--- config.mk ---
export PLATFORM = sky130hd
export DESIGN_NAME = dcache_fill_ctrl_flat
export DESIGN_NICKNAME = d
export VERILOG_FILES = /design/src/rtl/dcache_fill_ctrl_if.sv /design/src/rtl/dcache_fill_ctrl.sv /design/src/flat_wrapper.sv
export SDC_FILE = /design/constraint.sdc
export NUM_CORES = 1
export LEC_CHECK = 0
export CAP_MARGIN = 25
export CORE_UTILIZATION = 25
export DETAILED_ROUTE_END_ITERATION = 10
export PLACE_DENSITY_LB_ADDON = 0.15
export SYNTH_ARGS = -nofsm -noshare
export SYNTH_HDL_FRONTEND = slang
export SYNTH_SLANG_ARGS = --single-unit
--- constraint.sdc ---
create_clock -name i_clock -period 4.5 [get_ports i_clock]
set_input_delay 0.45 -clock i_clock [delete_from_list [all_inputs] [get_ports i_clock]]
set_output_delay 0.45 -clock i_clock [all_outputs]
set_load 0.02 [all_outputs]
--- src/rtl/dcache_fill_ctrl_if.sv ---
// LSU miss, shared memory bus and cache fill-port signals of the data cache fill engine.
// master is the fill engine's view, slave is the LSU/memory/cache environment's view.
interface dcache_fill_ctrl_if #(
  parameter int MEM_TAG_W = 4
);
  logic                 miss_valid;
  logic [63:0]          miss_addr;
  logic                 miss_ready;
  logic                 flush;
  logic                 mem_busy;
  logic [1:0]           proc2mem_command;
  logic [63:0]          proc2mem_addr;
  logic [MEM_TAG_W-1:0] mem2proc_response;
  logic [63:0]          mem2proc_data;
  logic [MEM_TAG_W-1:0] mem2proc_tag;
  logic                 wr1_en;
  logic [4:0]           wr1_idx;
  logic [7:0]           wr1_tag;
  logic [63:0]          wr1_data;
  logic                 fill_done;
  logic [63:0]          fill_addr;

  modport master (
    input  miss_valid, miss_addr, flush, mem_busy,
    input  mem2proc_response, mem2proc_data, mem2proc_tag,
    output miss_ready, proc2mem_command, proc2mem_addr,
    output wr1_en, wr1_idx, wr1_tag, wr1_data, fill_done, fill_addr
  );

  modport slave (
    output miss_valid, miss_addr, flush, mem_busy,
    output mem2proc_response, mem2proc_data, mem2proc_tag,
    input  miss_ready, proc2mem_command, proc2mem_addr,
    input  wr1_en, wr1_idx, wr1_tag, wr1_data, fill_done, fill_addr
  );
endinterface

--- src/rtl/dcache_fill_ctrl.sv ---
// D-cache miss/fill engine with an MSHR file; DCACHE_FILL_MERGE_EN merges duplicate misses into one entry.
// Issue is combinational, fills land one cycle after the tagged response; miss_ready drops when all MSHRs are busy.
module dcache_fill_ctrl #(
  parameter int MSHR_DEPTH = 4,
  parameter int MEM_TAG_W  = 4
) (
  input  logic               i_clock,
  input  logic               i_reset,
  dcache_fill_ctrl_if.master io_bus
);

  localparam int IW = (MSHR_DEPTH > 1) ? $clog2(MSHR_DEPTH) : 1;
  localparam logic [1:0] CMD_NONE = 2'd0;
  localparam logic [1:0] CMD_LOAD = 2'd1;

  typedef enum logic [1:0] {
    IDLE       = 2'd0,
    WAIT_ISSUE = 2'd1,
    WAIT_DATA  = 2'd2
  } mshr_state_e;

  mshr_state_e          r_state    [MSHR_DEPTH];
  logic [60:0]          r_addr     [MSHR_DEPTH];
  logic [MEM_TAG_W-1:0] r_mtag     [MSHR_DEPTH];
  logic [MSHR_DEPTH-1:0] r_notify;

  mshr_state_e          w_state_nxt [MSHR_DEPTH];
  logic [60:0]          w_addr_nxt  [MSHR_DEPTH];
  logic [MEM_TAG_W-1:0] w_mtag_nxt  [MSHR_DEPTH];
  logic [MSHR_DEPTH-1:0] w_notify_nxt;

  logic          r_wr1_en;
  logic [4:0]    r_wr1_idx;
  logic [7:0]    r_wr1_tag;
  logic [63:0]   r_wr1_data;
  logic          r_fill_done;
  logic [63:0]   r_fill_addr;

  logic          w_alloc_vld, w_iss_vld, w_rsp_vld, w_mrg_vld;
  logic [IW-1:0] w_alloc_idx, w_iss_idx, w_rsp_idx, w_mrg_idx;
  logic          w_miss_rdy, w_accept, w_do_alloc, w_do_merge;
  logic          w_cmd_vld, w_issued, w_fill_ntf;
  logic [2:0]    w_unused_low_bits;

  assign w_unused_low_bits = io_bus.miss_addr[2:0];

  // Descending scan so the lowest-numbered matching entry wins each search.
  always_comb begin
    w_alloc_vld = 1'b0;
    w_alloc_idx = '0;
    w_iss_vld   = 1'b0;
    w_iss_idx   = '0;
    w_rsp_vld   = 1'b0;
    w_rsp_idx   = '0;
    w_mrg_vld   = 1'b0;
    w_mrg_idx   = '0;
    for (int i = MSHR_DEPTH - 1; i >= 0; i--) begin
      if (r_state[i] == IDLE) begin
        w_alloc_vld = 1'b1;
        w_alloc_idx = IW'(i);
      end
      if (r_state[i] == WAIT_ISSUE) begin
        w_iss_vld = 1'b1;
        w_iss_idx = IW'(i);
      end
      if (r_state[i] == WAIT_DATA && io_bus.mem2proc_tag != '0 &&
          r_mtag[i] == io_bus.mem2proc_tag) begin
        w_rsp_vld = 1'b1;
        w_rsp_idx = IW'(i);
      end
`ifdef DCACHE_FILL_MERGE_EN
      if (r_state[i] != IDLE && r_addr[i] == io_bus.miss_addr[63:3]) begin
        w_mrg_vld = 1'b1;
        w_mrg_idx = IW'(i);
      end
`endif
    end
  end

  assign w_miss_rdy = (w_alloc_vld | w_mrg_vld) & ~io_bus.flush;
  assign w_accept   = io_bus.miss_valid & w_miss_rdy;
  assign w_do_merge = w_accept & w_mrg_vld;
  assign w_do_alloc = w_accept & ~w_mrg_vld;
  assign w_cmd_vld  = w_iss_vld & ~io_bus.mem_busy & ~io_bus.flush;
  assign w_issued   = w_cmd_vld & (io_bus.mem2proc_response != '0);

  // A merge into an entry completing this same cycle must still notify the LSU.
  assign w_fill_ntf = (r_notify[w_rsp_idx] & ~io_bus.flush) |
                      (w_do_merge & (w_mrg_idx == w_rsp_idx));

  assign io_bus.miss_ready       = w_miss_rdy;
  assign io_bus.proc2mem_command = w_cmd_vld ? CMD_LOAD : CMD_NONE;
  assign io_bus.proc2mem_addr    = w_cmd_vld ? {r_addr[w_iss_idx], 3'b000} : 64'd0;

  always_comb begin
    for (int i = 0; i < MSHR_DEPTH; i++) begin
      w_state_nxt[i] = r_state[i];
      w_addr_nxt[i]  = r_addr[i];
      w_mtag_nxt[i]  = r_mtag[i];
    end
    w_notify_nxt = r_notify;

    if (io_bus.flush) begin
      for (int i = 0; i < MSHR_DEPTH; i++) begin
        if (r_state[i] == WAIT_ISSUE) begin
          w_state_nxt[i] = IDLE;
        end
        w_notify_nxt[i] = 1'b0;
      end
    end

    if (w_issued) begin
      w_state_nxt[w_iss_idx] = WAIT_DATA;
      w_mtag_nxt[w_iss_idx]  = io_bus.mem2proc_response;
    end

    if (w_rsp_vld) begin
      w_state_nxt[w_rsp_idx] = IDLE;
    end

    if (w_do_alloc) begin
      w_state_nxt[w_alloc_idx]  = WAIT_ISSUE;
      w_addr_nxt[w_alloc_idx]   = io_bus.miss_addr[63:3];
      w_notify_nxt[w_alloc_idx] = 1'b1;
    end

    if (w_do_merge) begin
      w_notify_nxt[w_mrg_idx] = 1'b1;
    end
  end

  always_ff @(posedge i_clock or negedge i_reset) begin
    if (!i_reset) begin
      for (int i = 0; i < MSHR_DEPTH; i++) begin
        r_state[i] <= IDLE;
        r_addr[i]  <= '0;
        r_mtag[i]  <= '0;
      end
      r_notify <= '0;
    end else begin
      for (int i = 0; i < MSHR_DEPTH; i++) begin
        r_state[i] <= w_state_nxt[i];
        r_addr[i]  <= w_addr_nxt[i];
        r_mtag[i]  <= w_mtag_nxt[i];
      end
      r_notify <= w_notify_nxt;
    end
  end

  // Fill port and completion are single-cycle pulses; everything returns to zero when idle.
  always_ff @(posedge i_clock or negedge i_reset) begin
    if (!i_reset) begin
      r_wr1_en    <= 1'b0;
      r_wr1_idx   <= '0;
      r_wr1_tag   <= '0;
      r_wr1_data  <= '0;
      r_fill_done <= 1'b0;
      r_fill_addr <= '0;
    end else if (w_rsp_vld) begin
      r_wr1_en    <= 1'b1;
      r_wr1_idx   <= r_addr[w_rsp_idx][4:0];
      r_wr1_tag   <= r_addr[w_rsp_idx][12:5];
      r_wr1_data  <= io_bus.mem2proc_data;
      r_fill_done <= w_fill_ntf;
      r_fill_addr <= {r_addr[w_rsp_idx], 3'b000};
    end else begin
      r_wr1_en    <= 1'b0;
      r_wr1_idx   <= '0;
      r_wr1_tag   <= '0;
      r_wr1_data  <= '0;
      r_fill_done <= 1'b0;
      r_fill_addr <= '0;
    end
  end

  assign io_bus.wr1_en    = r_wr1_en;
  assign io_bus.wr1_idx   = r_wr1_idx;
  assign io_bus.wr1_tag   = r_wr1_tag;
  assign io_bus.wr1_data  = r_wr1_data;
  assign io_bus.fill_done = r_fill_done;
  assign io_bus.fill_addr = r_fill_addr;

endmodule

--- src/flat_wrapper.sv ---
// flat-port wrapper written by rule: the top's interface ports become plain ports
module dcache_fill_ctrl_flat 
#(
  parameter int MSHR_DEPTH = 4,
  parameter int MEM_TAG_W  = 4
)
  (i_clock, i_reset, io_bus_miss_valid, io_bus_miss_addr, io_bus_flush, io_bus_mem_busy, io_bus_mem2proc_response, io_bus_mem2proc_data, io_bus_mem2proc_tag, io_bus_miss_ready, io_bus_proc2mem_command, io_bus_proc2mem_addr, io_bus_wr1_en, io_bus_wr1_idx, io_bus_wr1_tag, io_bus_wr1_data, io_bus_fill_done, io_bus_fill_addr);
  dcache_fill_ctrl_if #(.MEM_TAG_W(MEM_TAG_W)) io_bus_i ();
  input  logic i_clock;
  input  logic i_reset;
  input wire logic [$bits(io_bus_i.miss_valid)-1:0] io_bus_miss_valid;
  input wire logic [$bits(io_bus_i.miss_addr)-1:0] io_bus_miss_addr;
  input wire logic [$bits(io_bus_i.flush)-1:0] io_bus_flush;
  input wire logic [$bits(io_bus_i.mem_busy)-1:0] io_bus_mem_busy;
  input wire logic [$bits(io_bus_i.mem2proc_response)-1:0] io_bus_mem2proc_response;
  input wire logic [$bits(io_bus_i.mem2proc_data)-1:0] io_bus_mem2proc_data;
  input wire logic [$bits(io_bus_i.mem2proc_tag)-1:0] io_bus_mem2proc_tag;
  output wire logic [$bits(io_bus_i.miss_ready)-1:0] io_bus_miss_ready;
  output wire logic [$bits(io_bus_i.proc2mem_command)-1:0] io_bus_proc2mem_command;
  output wire logic [$bits(io_bus_i.proc2mem_addr)-1:0] io_bus_proc2mem_addr;
  output wire logic [$bits(io_bus_i.wr1_en)-1:0] io_bus_wr1_en;
  output wire logic [$bits(io_bus_i.wr1_idx)-1:0] io_bus_wr1_idx;
  output wire logic [$bits(io_bus_i.wr1_tag)-1:0] io_bus_wr1_tag;
  output wire logic [$bits(io_bus_i.wr1_data)-1:0] io_bus_wr1_data;
  output wire logic [$bits(io_bus_i.fill_done)-1:0] io_bus_fill_done;
  output wire logic [$bits(io_bus_i.fill_addr)-1:0] io_bus_fill_addr;
  assign io_bus_i.miss_valid = io_bus_miss_valid;
  assign io_bus_i.miss_addr = io_bus_miss_addr;
  assign io_bus_i.flush = io_bus_flush;
  assign io_bus_i.mem_busy = io_bus_mem_busy;
  assign io_bus_i.mem2proc_response = io_bus_mem2proc_response;
  assign io_bus_i.mem2proc_data = io_bus_mem2proc_data;
  assign io_bus_i.mem2proc_tag = io_bus_mem2proc_tag;
  assign io_bus_miss_ready = io_bus_i.miss_ready;
  assign io_bus_proc2mem_command = io_bus_i.proc2mem_command;
  assign io_bus_proc2mem_addr = io_bus_i.proc2mem_addr;
  assign io_bus_wr1_en = io_bus_i.wr1_en;
  assign io_bus_wr1_idx = io_bus_i.wr1_idx;
  assign io_bus_wr1_tag = io_bus_i.wr1_tag;
  assign io_bus_wr1_data = io_bus_i.wr1_data;
  assign io_bus_fill_done = io_bus_i.fill_done;
  assign io_bus_fill_addr = io_bus_i.fill_addr;
  dcache_fill_ctrl #(.MSHR_DEPTH(MSHR_DEPTH), .MEM_TAG_W(MEM_TAG_W)) u_core (.i_clock(i_clock), .i_reset(i_reset), .io_bus(io_bus_i));
endmodule
==> results of run 1 <==
-- cell usage in the layout (no fill, tap or decap), drive strengths merged, types with 6 or more instances in the layout --
cell type,synthesis,routed
o22ai,123,123
clkinv,1,14
clkdlybuf4s50,0,339
o21ai,68,68
nor2b,6,6
a221oi,61,61
and2,65,65
dfrtp,399,399
nor3,68,68
conb,1,7
mux2,199,199
clkbuf,66,73
nor2,132,132
xnor2,11,11
nand2,190,190
buf,61,37
-- critical path, delay by kind of cell, from the launching register on --
family / cells / cell delay [ps]
flip-flops: 1 / 490
buffers and inverters: 2 / 980
AO/OA/AOI/OAI: 1 / 90
AND/OR/NAND/NOR: 4 / 1440
-- final cells by class --
cell class / count / area, um2 / area share [%]
clock inverters: 17 / 96.34 / 0.4218
well taps: 873 / 1092 / 4.782
diodes: 3 / 7.507 / 0.03287
multi-input cells: 969 / 6421 / 28.11
inverters: 4 / 15.01 / 0.06573
clock buffers: 73 / 1449 / 6.343
repair buffers: 377 / 3776 / 16.53
flip-flops and latches: 399 / 9985 / 43.71
-- metrics by stage --
stage | setup WS (ps) | total power [W] | cells | instance area, um2 | hold slack, ps
2_1_floorplan | 2121 | 0.008697 | 1499 | 16970 | 154.4
3_3_place_gp | 963.9 | 0.01048 | 2621 | 21280 | 456.2
3_5_place_dp | 973.8 | 0.01062 | 2621 | 21280 | 468.0
4_1_cts | 361.2 | 0.01452 | 2712 | 22830 | 367.6
5_1_grt | 257.7 | 0.01522 | 2714 | 22840 | 391.0
6_report | 442.5 | 0.01434 | 2715 | 22840 | 416.3
-- sequential cells by signal (all words and copies together), names as in the netlist --
register,cells
u_core.r_notify,4
u_core.r_addr,244
u_core.r_state,8
u_core.r_mtag,16
u_core.io_bus.fill_addr,50
u_core.io_bus.fill_done,1
u_core.io_bus.wr1_tag,7
u_core.io_bus.wr1_en,1
u_core.io_bus.wr1_data,64
u_core.io_bus.wr1_idx,4
-- kinds of logic (layout without fill, tap and decap cells) --
| logic type | after synthesis | in the layout | synth area share, % |
|---|---|---|---|
| buf+inv | 131 | 471 | 3.884 |
| other cells | 1 | 10 | 0.02213 |
| xor+xnor | 14 | 14 | 0.7237 |
| simple gates | 479 | 479 | 12.64 |
| compound gates | 270 | 270 | 10.58 |
| mux | 199 | 199 | 13.23 |
| flops | 399 | 399 | 58.93 |
-- repair_timing --
action                                 4_1_cts  5_1_grt
hold buffers                                 1        0
endpoints found under the hold margin       88        0
gates resized for setup                      0        0
-- power breakdown --
part	internal, W	switching, W
registers	0.00495	0.000973
clock network	0.00222	0.00157
logic	0.00213	0.00250
-- final timing paths --
path	startpoint	to	slack, ps	cells past startpoint
min in group asynchronous	i_reset	u_core.r_addr[218]$_DFFE_PN0P_	480	2
worst min register to register	u_core.r_notify[1]$_DFF_PN0_	u_core.r_notify[1]$_DFF_PN0_	480	1
max in group asynchronous	i_reset	u_core.io_bus.wr1_data[46]$_DFF_PN0_	2910	3
worst max register to register	u_core.r_state[2]$_DFF_PN0_	u_core.r_mtag[0]$_DFFE_PN0P_	1790	7
worst min-delay path	io_bus_mem2proc_data[0]	u_core.io_bus.wr1_data[0]$_DFF_PN0_	420	2
worst max-delay path	u_core.r_state[7]$_DFF_PN0_	io_bus_proc2mem_addr[38]	440	7
-- layer usage --
metal,vias to the layer above,routed length (um),GRT usage (%)
met4,2,1352,5.262
met3,101,3283,3.251
met2,460,28870,28.35
met5,-,13,0
met1,6723,26130,22.77
li1,5896,-,-
==> run summary, run 1 <==
FLOORPLAN
---------------------------------------------------------------------------
Initial core utilization .....................................       25.23%
Overall die height ...........................................     262.3 um
Die boundary width ...........................................     262.3 um
Site Rows ....................................................           95
Core Footprint ...............................................    67160 um2
Die Footprint ................................................    68810 um2
Count of boundary I/O pins ...................................          351

CRITICAL PATH
---------------------------------------------------------------------------
Crit-path cells .............................................. nor2b_1, nor2_1, nand2_4, buf_4, o22ai_1, nor3_1, clkdlybuf4s50_1
CP max FO ....................................................           50
Crit path launch type ........................................    flip-flop
Arrival time at the worst endpoint ...........................      3610 ps
CP max-delay cell ............................................ sky130_fd_sc_hd__nand2_4
Start-to-end type of the worst setup path ....................      reg2out
Data required time of the critical path ......................      4050 ps
Slowest stage delay, CP ......................................       690 ps
Critical path capture point type .............................   output pin

GLOBAL ROUTE
---------------------------------------------------------------------------
Maximum number of pins on one net before global-route repair .           97
Wire length of the first global-routing pass .................     89.95 mm
Sum of overflow across all layers after global routing .......            0
All-Layer GR Usage ...........................................       17.19%
Number of global-route vias before repair ....................        13768
Initial antenna violation count ..............................            3

POWER
---------------------------------------------------------------------------
Largest vdd supply drop ......................................     372.7 uV
LEAKAGE ......................................................     9.614 nW
Power density of the placed cells ............................ 627.7 nW/um2

PLACE
---------------------------------------------------------------------------
Port Buffers .................................................          340
DP HPWL ......................................................     35.79 mm
Final Wtd Congestion .........................................       0.7836

STA
---------------------------------------------------------------------------
Final Hold Vio Count .........................................            0
Shortest period the worst path allows ........................      4057 ps
Worst slew margin relative to its limit ......................       40.03%
Setup repair after global routing missed its margin ..........        false
Final setup TNS ..............................................         0 ps
Max-slew violation total from the final report ...............            0
Tightest Pin Transition ......................................     898.7 ps
Final Cycle Share ............................................       90.17%
Upper clock frequency limit ..................................    246.5 MHz
Setup-violating endpoint count in the final report ...........            0
Clock Skews ..................................................     11.18 ps

SYNTH
---------------------------------------------------------------------------
Count of warnings emitted by yosys ...........................            0
Cell type with the largest total area after synthesis ........ sky130_fd_sc_hd__dfrtp_1
Mean instance size in the synthesized netlist ................    11.35 um2
Area share of the largest cell type after synthesis ..........       58.93%
Number of library cell types mapped by synthesis .............           45
Register area share after synthesis ..........................       58.93%
Top-count cell post-synth .................................... sky130_fd_sc_hd__dfrtp_1
Number of synthesized flops with an enable pin ...............            0
Mapped Area ..................................................    16940 um2
Async SR Flop Fraction .......................................       100.0%
Most common flop cell mapped by yosys ........................ sky130_fd_sc_hd__dfrtp_1
Number of register bits inferred by synthesis ................          399
Gate Count Post-Synth ........................................         1493
Most used standard cells in the synthesized netlist .......... sky130_fd_sc_hd__dfrtp_1 (399), sky130_fd_sc_hd__mux2_2 (199), sky130_fd_sc_hd__nand2_1 (189)
Top area cells in the synthesized netlist .................... sky130_fd_sc_hd__dfrtp_1 (59%), sky130_fd_sc_hd__mux2_2 (13%), sky130_fd_sc_hd__o22ai_1 (4.5%)

RUN
---------------------------------------------------------------------------
Count of maximum capacitance violations ......................            0

CLOCK NETWORK
---------------------------------------------------------------------------
Num Clock Sinks ..............................................          399
CTS clk-pin slew, worst paths ................................        60 ps
Clock tree root buffer cell .................................. sky130_fd_sc_hd__clkbuf_16
Number of post-CTS setup repair buffers ......................            0
Number of buffers on the longest clock path ..................            3
CTS tree .....................................................         done
Clock buffer count from CTS ..................................           49
Clock latency at the later pin of the worst-skew pair ........       580 ps
H-tree depth reported by CTS .................................            2

CELLS AND AREA
---------------------------------------------------------------------------
Filler Cells Inserted ........................................         6653
Share of cells above drive strength 1 ........................       18.00%
Final nets ...................................................         1941
Finished Core Util ...........................................       34.01%
Syn-to-layout area delta .....................................       34.82%

ROUTE
---------------------------------------------------------------------------
DR vias ......................................................        13182
Average vias per placed instance .............................        4.855
DRT Wirelength ...............................................     59.65 mm
Initial DRC Count ............................................          888
DRC Markers ..................................................            0
Post-route ant nets ..........................................            0
Routed wire length per instance ..............................     21.97 um
First-pass iteration count of the detailed router ............            6

STATUS
---------------------------------------------------------------------------
Run status ................................................... finished, final reports clean

MIN PATH
---------------------------------------------------------------------------
Hold WC Path Type ............................................       in2reg

Note: power is estimated with default switching activity, not from simulation.
==> run 2, diff against run 1 <==
- CORE_UTILIZATION: 25 -> 55
- clock period: 4.5 -> 5.2 ns (I/O delays scaled with it)
==> run 2 against run 1 <==
Compared with the run above:
- via count grew 1.4%
- utilization grew 39 points
- highest routed layer unchanged
- global-route usage grew 15 points
- largest power group unchanged
- critical path depth is the same
==> run summary, run 2 (synthesis gave the netlist of run 1 again) <==
CELLS AND AREA
----------------------------------------------------------------------------
Share of cells above drive strength 1 .........................       17.23%   -0.77 points
Register bank with the most flops ............................. u_core.r_addr
Final nets ....................................................         1930   -0.57%
Filler Cells Inserted .........................................         2063   -69%
Flip-flop count of the largest register after layout ..........          244   unchanged
Most common library cell in the layout ignoring fill and taps . sky130_fd_sc_hd__dfrtp_1
Syn-to-layout area delta ......................................       29.84%
Top library cells by usage in the layout, fill and taps aside . sky130_fd_sc_hd__dfrtp_1 (399), sky130_fd_sc_hd__clkdlybuf4s50_1 (339), sky130_fd_sc_hd__mux2_2 (199)

CRITICAL PATH
----------------------------------------------------------------------------
Cell with the most instances on the worst path ................ sky130_fd_sc_hd__nor3_1
Slowest stage delay, CP .......................................       690 ps   about the same
Data required time of the critical path .......................      4680 ps   +630 ps
Critical path capture point type ..............................   output pin
R2R cell count ................................................            7   unchanged
Reg-to-reg startpoint ......................................... u_core.r_mtag[3]$_DFFE_PN0P_
Endpoint of the most critical register-to-register path ....... u_core.r_state[1]$_DFF_PN0_
CP max-delay cell ............................................. sky130_fd_sc_hd__clkdlybuf4s50_1
Worst path bufs/invs ..........................................            2   unchanged
Arrival time at the worst endpoint ............................      3690 ps   +80 ps
Delay-heaviest family, CP ..................................... simple AND/OR/NAND/NOR gates
Start-to-end type of the worst setup path .....................      reg2out
Crit-path cells ............................................... nor2b_1, nor3_1, nor2_4, buf_12, nor2_1, nor3_1, clkdlybuf4s50_1
Setup slack of the most critical reg-to-reg path ..............      2170 ps   +380 ps
Crit path launch type .........................................    flip-flop
CP max FO .....................................................           41   -18%

STA
----------------------------------------------------------------------------
Clock Skews ...................................................     21.86 ps   +10.68 ps
Setup repair after global routing missed its margin ...........        false
Max-slew violation total from the final report ................            0   unchanged
Final Hold Vio Count ..........................................            0   unchanged
Shortest period the worst path allows .........................      4207 ps
Worst slew margin relative to its limit .......................       32.53%   -7.5 points
Final Cycle Share .............................................       80.90%
Final setup TNS ...............................................         0 ps   unchanged
Upper clock frequency limit ...................................    237.7 MHz
Tightest Pin Transition .......................................      1008 ps   +109.6 ps
Setup-violating endpoint count in the final report ............            0   unchanged

ROUTE
----------------------------------------------------------------------------
Post-route ant nets ...........................................            0   unchanged
DRC Markers ...................................................            0   unchanged
Average vias per placed instance ..............................        6.055   +25%
Initial DRC Count .............................................         1157   +30%
Routed wire length per instance ...............................     22.74 um   +3.5%
First-pass iteration count of the detailed router .............            5   -1
DRT Wirelength ................................................     50.20 mm   -16%
DR vias .......................................................        13369   +1.4%

STATUS
----------------------------------------------------------------------------
Run status .................................................... finished, final reports clean

FLOORPLAN
----------------------------------------------------------------------------
Site Rows .....................................................           63   -34%
Overall die height ............................................     177.5 um   -32%
Initial core utilization ......................................       56.56%   +31 points
Die boundary width ............................................     177.5 um   -32%
Count of boundary I/O pins ....................................          351   unchanged
Die Footprint .................................................    31510 um2   -54%
Core Footprint ................................................    29950 um2   -55%

PLACE
----------------------------------------------------------------------------
DP HPWL .......................................................     30.54 mm   -15%
Final Wtd Congestion ..........................................       0.8088   +3.2%
Port Buffers ..................................................          340   unchanged

POWER
----------------------------------------------------------------------------
Fraction of power consumed by the clock network ...............        24.6%   -1.8 points
Power density of the placed cells ............................. 548.4 nW/um2   -13%
Flop pwr share ................................................        42.7%   +1.4 points
Total net switching power .....................................   0.004158 W   -17%
Total Power Consumption .......................................    0.01206 W   -16%
Internal Pwr Total ............................................   0.007905 W   -15%
Share of power burned in combinational logic ..................        32.6%   +0.3 points
Switching power share of the total ............................       34.47%   -0.66 points
Largest vdd supply drop .......................................     331.9 uV   -11%
LEAKAGE .......................................................     9.501 nW   -1.2%

GLOBAL ROUTE
----------------------------------------------------------------------------
Sum of overflow across all layers after global routing ........            0   unchanged
Number of global-route vias before repair .....................        13480   -2.1%
Maximum number of pins on one net before global-route repair ..          138   +42%
Initial antenna violation count ...............................            2   -1
All-Layer GR Usage ............................................       31.78%   +15 points
Wire length of the first global-routing pass ..................     76.52 mm   -15%

MIN PATH
----------------------------------------------------------------------------
Hold WC Path Type .............................................     in2async

CLOCK NETWORK
----------------------------------------------------------------------------
Clock latency at the later pin of the worst-skew pair .........       540 ps   -40 ps
Clock tree root buffer cell ................................... sky130_fd_sc_hd__clkbuf_16
Clock buffer count from CTS ...................................           42   -14%
# hold bufs at CTS ............................................            0   -1
Number of post-CTS setup repair buffers .......................            0   unchanged
CTS clk-pin slew, worst paths .................................        60 ps   about the same
CTS tree ......................................................         done
Number of buffers on the longest clock path ...................            3   unchanged
Num Clock Sinks ...............................................          399   unchanged
CTS-repair resized insts ......................................            0   unchanged
H-tree depth reported by CTS ..................................            2   unchanged

RUN
----------------------------------------------------------------------------
Count of maximum capacitance violations .......................            0   unchanged

==> run 2: changes by cell type in the layout (fill, tap and decap cells not counted), sizes merged <==
| cell | before | now |
|---|---|---|
| clkinv | 14 | 6 |
| clkinvlp | 3 | 0 |
| buf | 37 | 34 |
| clkbuf | 73 | 66 |
| bufinv | 0 | 1 |
| inv | 4 | 3 |
| dlygate4sd3 | 1 | 0 |
| diode | 3 | 1 |
==> run 2: power by group through the flow <==
| stage | clock network, W | registers [W] | logic (W) |
|---|---|---|---|
| 6_report | 0.00297 | 0.00516 | 0.00394 |
| 4_1_cts | 0.00302 | 0.00512 | 0.00393 |
| 3_3_place_gp | 0 | 0.00507 | 0.00377 |
| 2_1_floorplan | 0 | 0.00508 | 0.00244 |
| 3_5_place_dp | 0 | 0.00516 | 0.00391 |
| 5_1_grt | 0.00314 | 0.00528 | 0.00424 |
==> run 2: through the flow <==
step / utilization (%) / setup slack (ps) / instances / hold slack (ps) / instance area [um2]
after floorplan: - / 2751 / 1499 / 224.4 / 16970
after global placement: 68.78 / 1420 / 2134 / 456.3 / 20600
after detailed placement: 68.84 / 1419 / 2135 / 468.7 / 20620
after CTS: 73.43 / 1057 / 2207 / 139.2 / 21990
after global routing: 73.44 / 912.1 / 2208 / 146.3 / 22000
final: 73.44 / 993.4 / 2208 / 44.32 / 22000
==> run 2: metal layers <==
layer	vias to the layer above	wire (um)	GRT usage, %
li1	5846	-	-
met3	112	4427	7.027
met2	670	25030	54.31
met1	6739	19120	39.32
met4	2	1604	12.18
met5	-	17	0
==> run 2: area by class of cell <==
type	count	area [um2]	area share, %
Clock inverter	6	58.81	0.2673
Inverter	4	15.01	0.06826
Sequential cell	399	9985	45.39
Clock buffer	66	1315	5.978
Multi-Input combinational cell	969	6402	29.11
Timing Repair Buffer	373	3731	16.96
Tap cell	390	488.0	2.218
Antenna cell	1	2.502	0.01138
==> run 2: how the worst max path moves through the flow <==
stage,slack (ps),to,from,cells past startpoint
2_1_floorplan,2750,io_bus_proc2mem_addr[54],u_core.r_state[7]$_DFF_PN0_,7
3_3_place_gp,1420,u_core.r_state[1]$_DFF_PN0_,io_bus_mem2proc_tag[1],8
3_5_place_dp,1420,u_core.r_state[1]$_DFF_PN0_,io_bus_mem2proc_tag[1],8
4_1_cts,1060,io_bus_proc2mem_addr[13],u_core.r_state[5]$_DFF_PN0_,7
5_1_grt,910,io_bus_proc2mem_addr[13],u_core.r_state[5]$_DFF_PN0_,7
6_report,990,io_bus_proc2mem_addr[13],u_core.r_state[5]$_DFF_PN0_,7
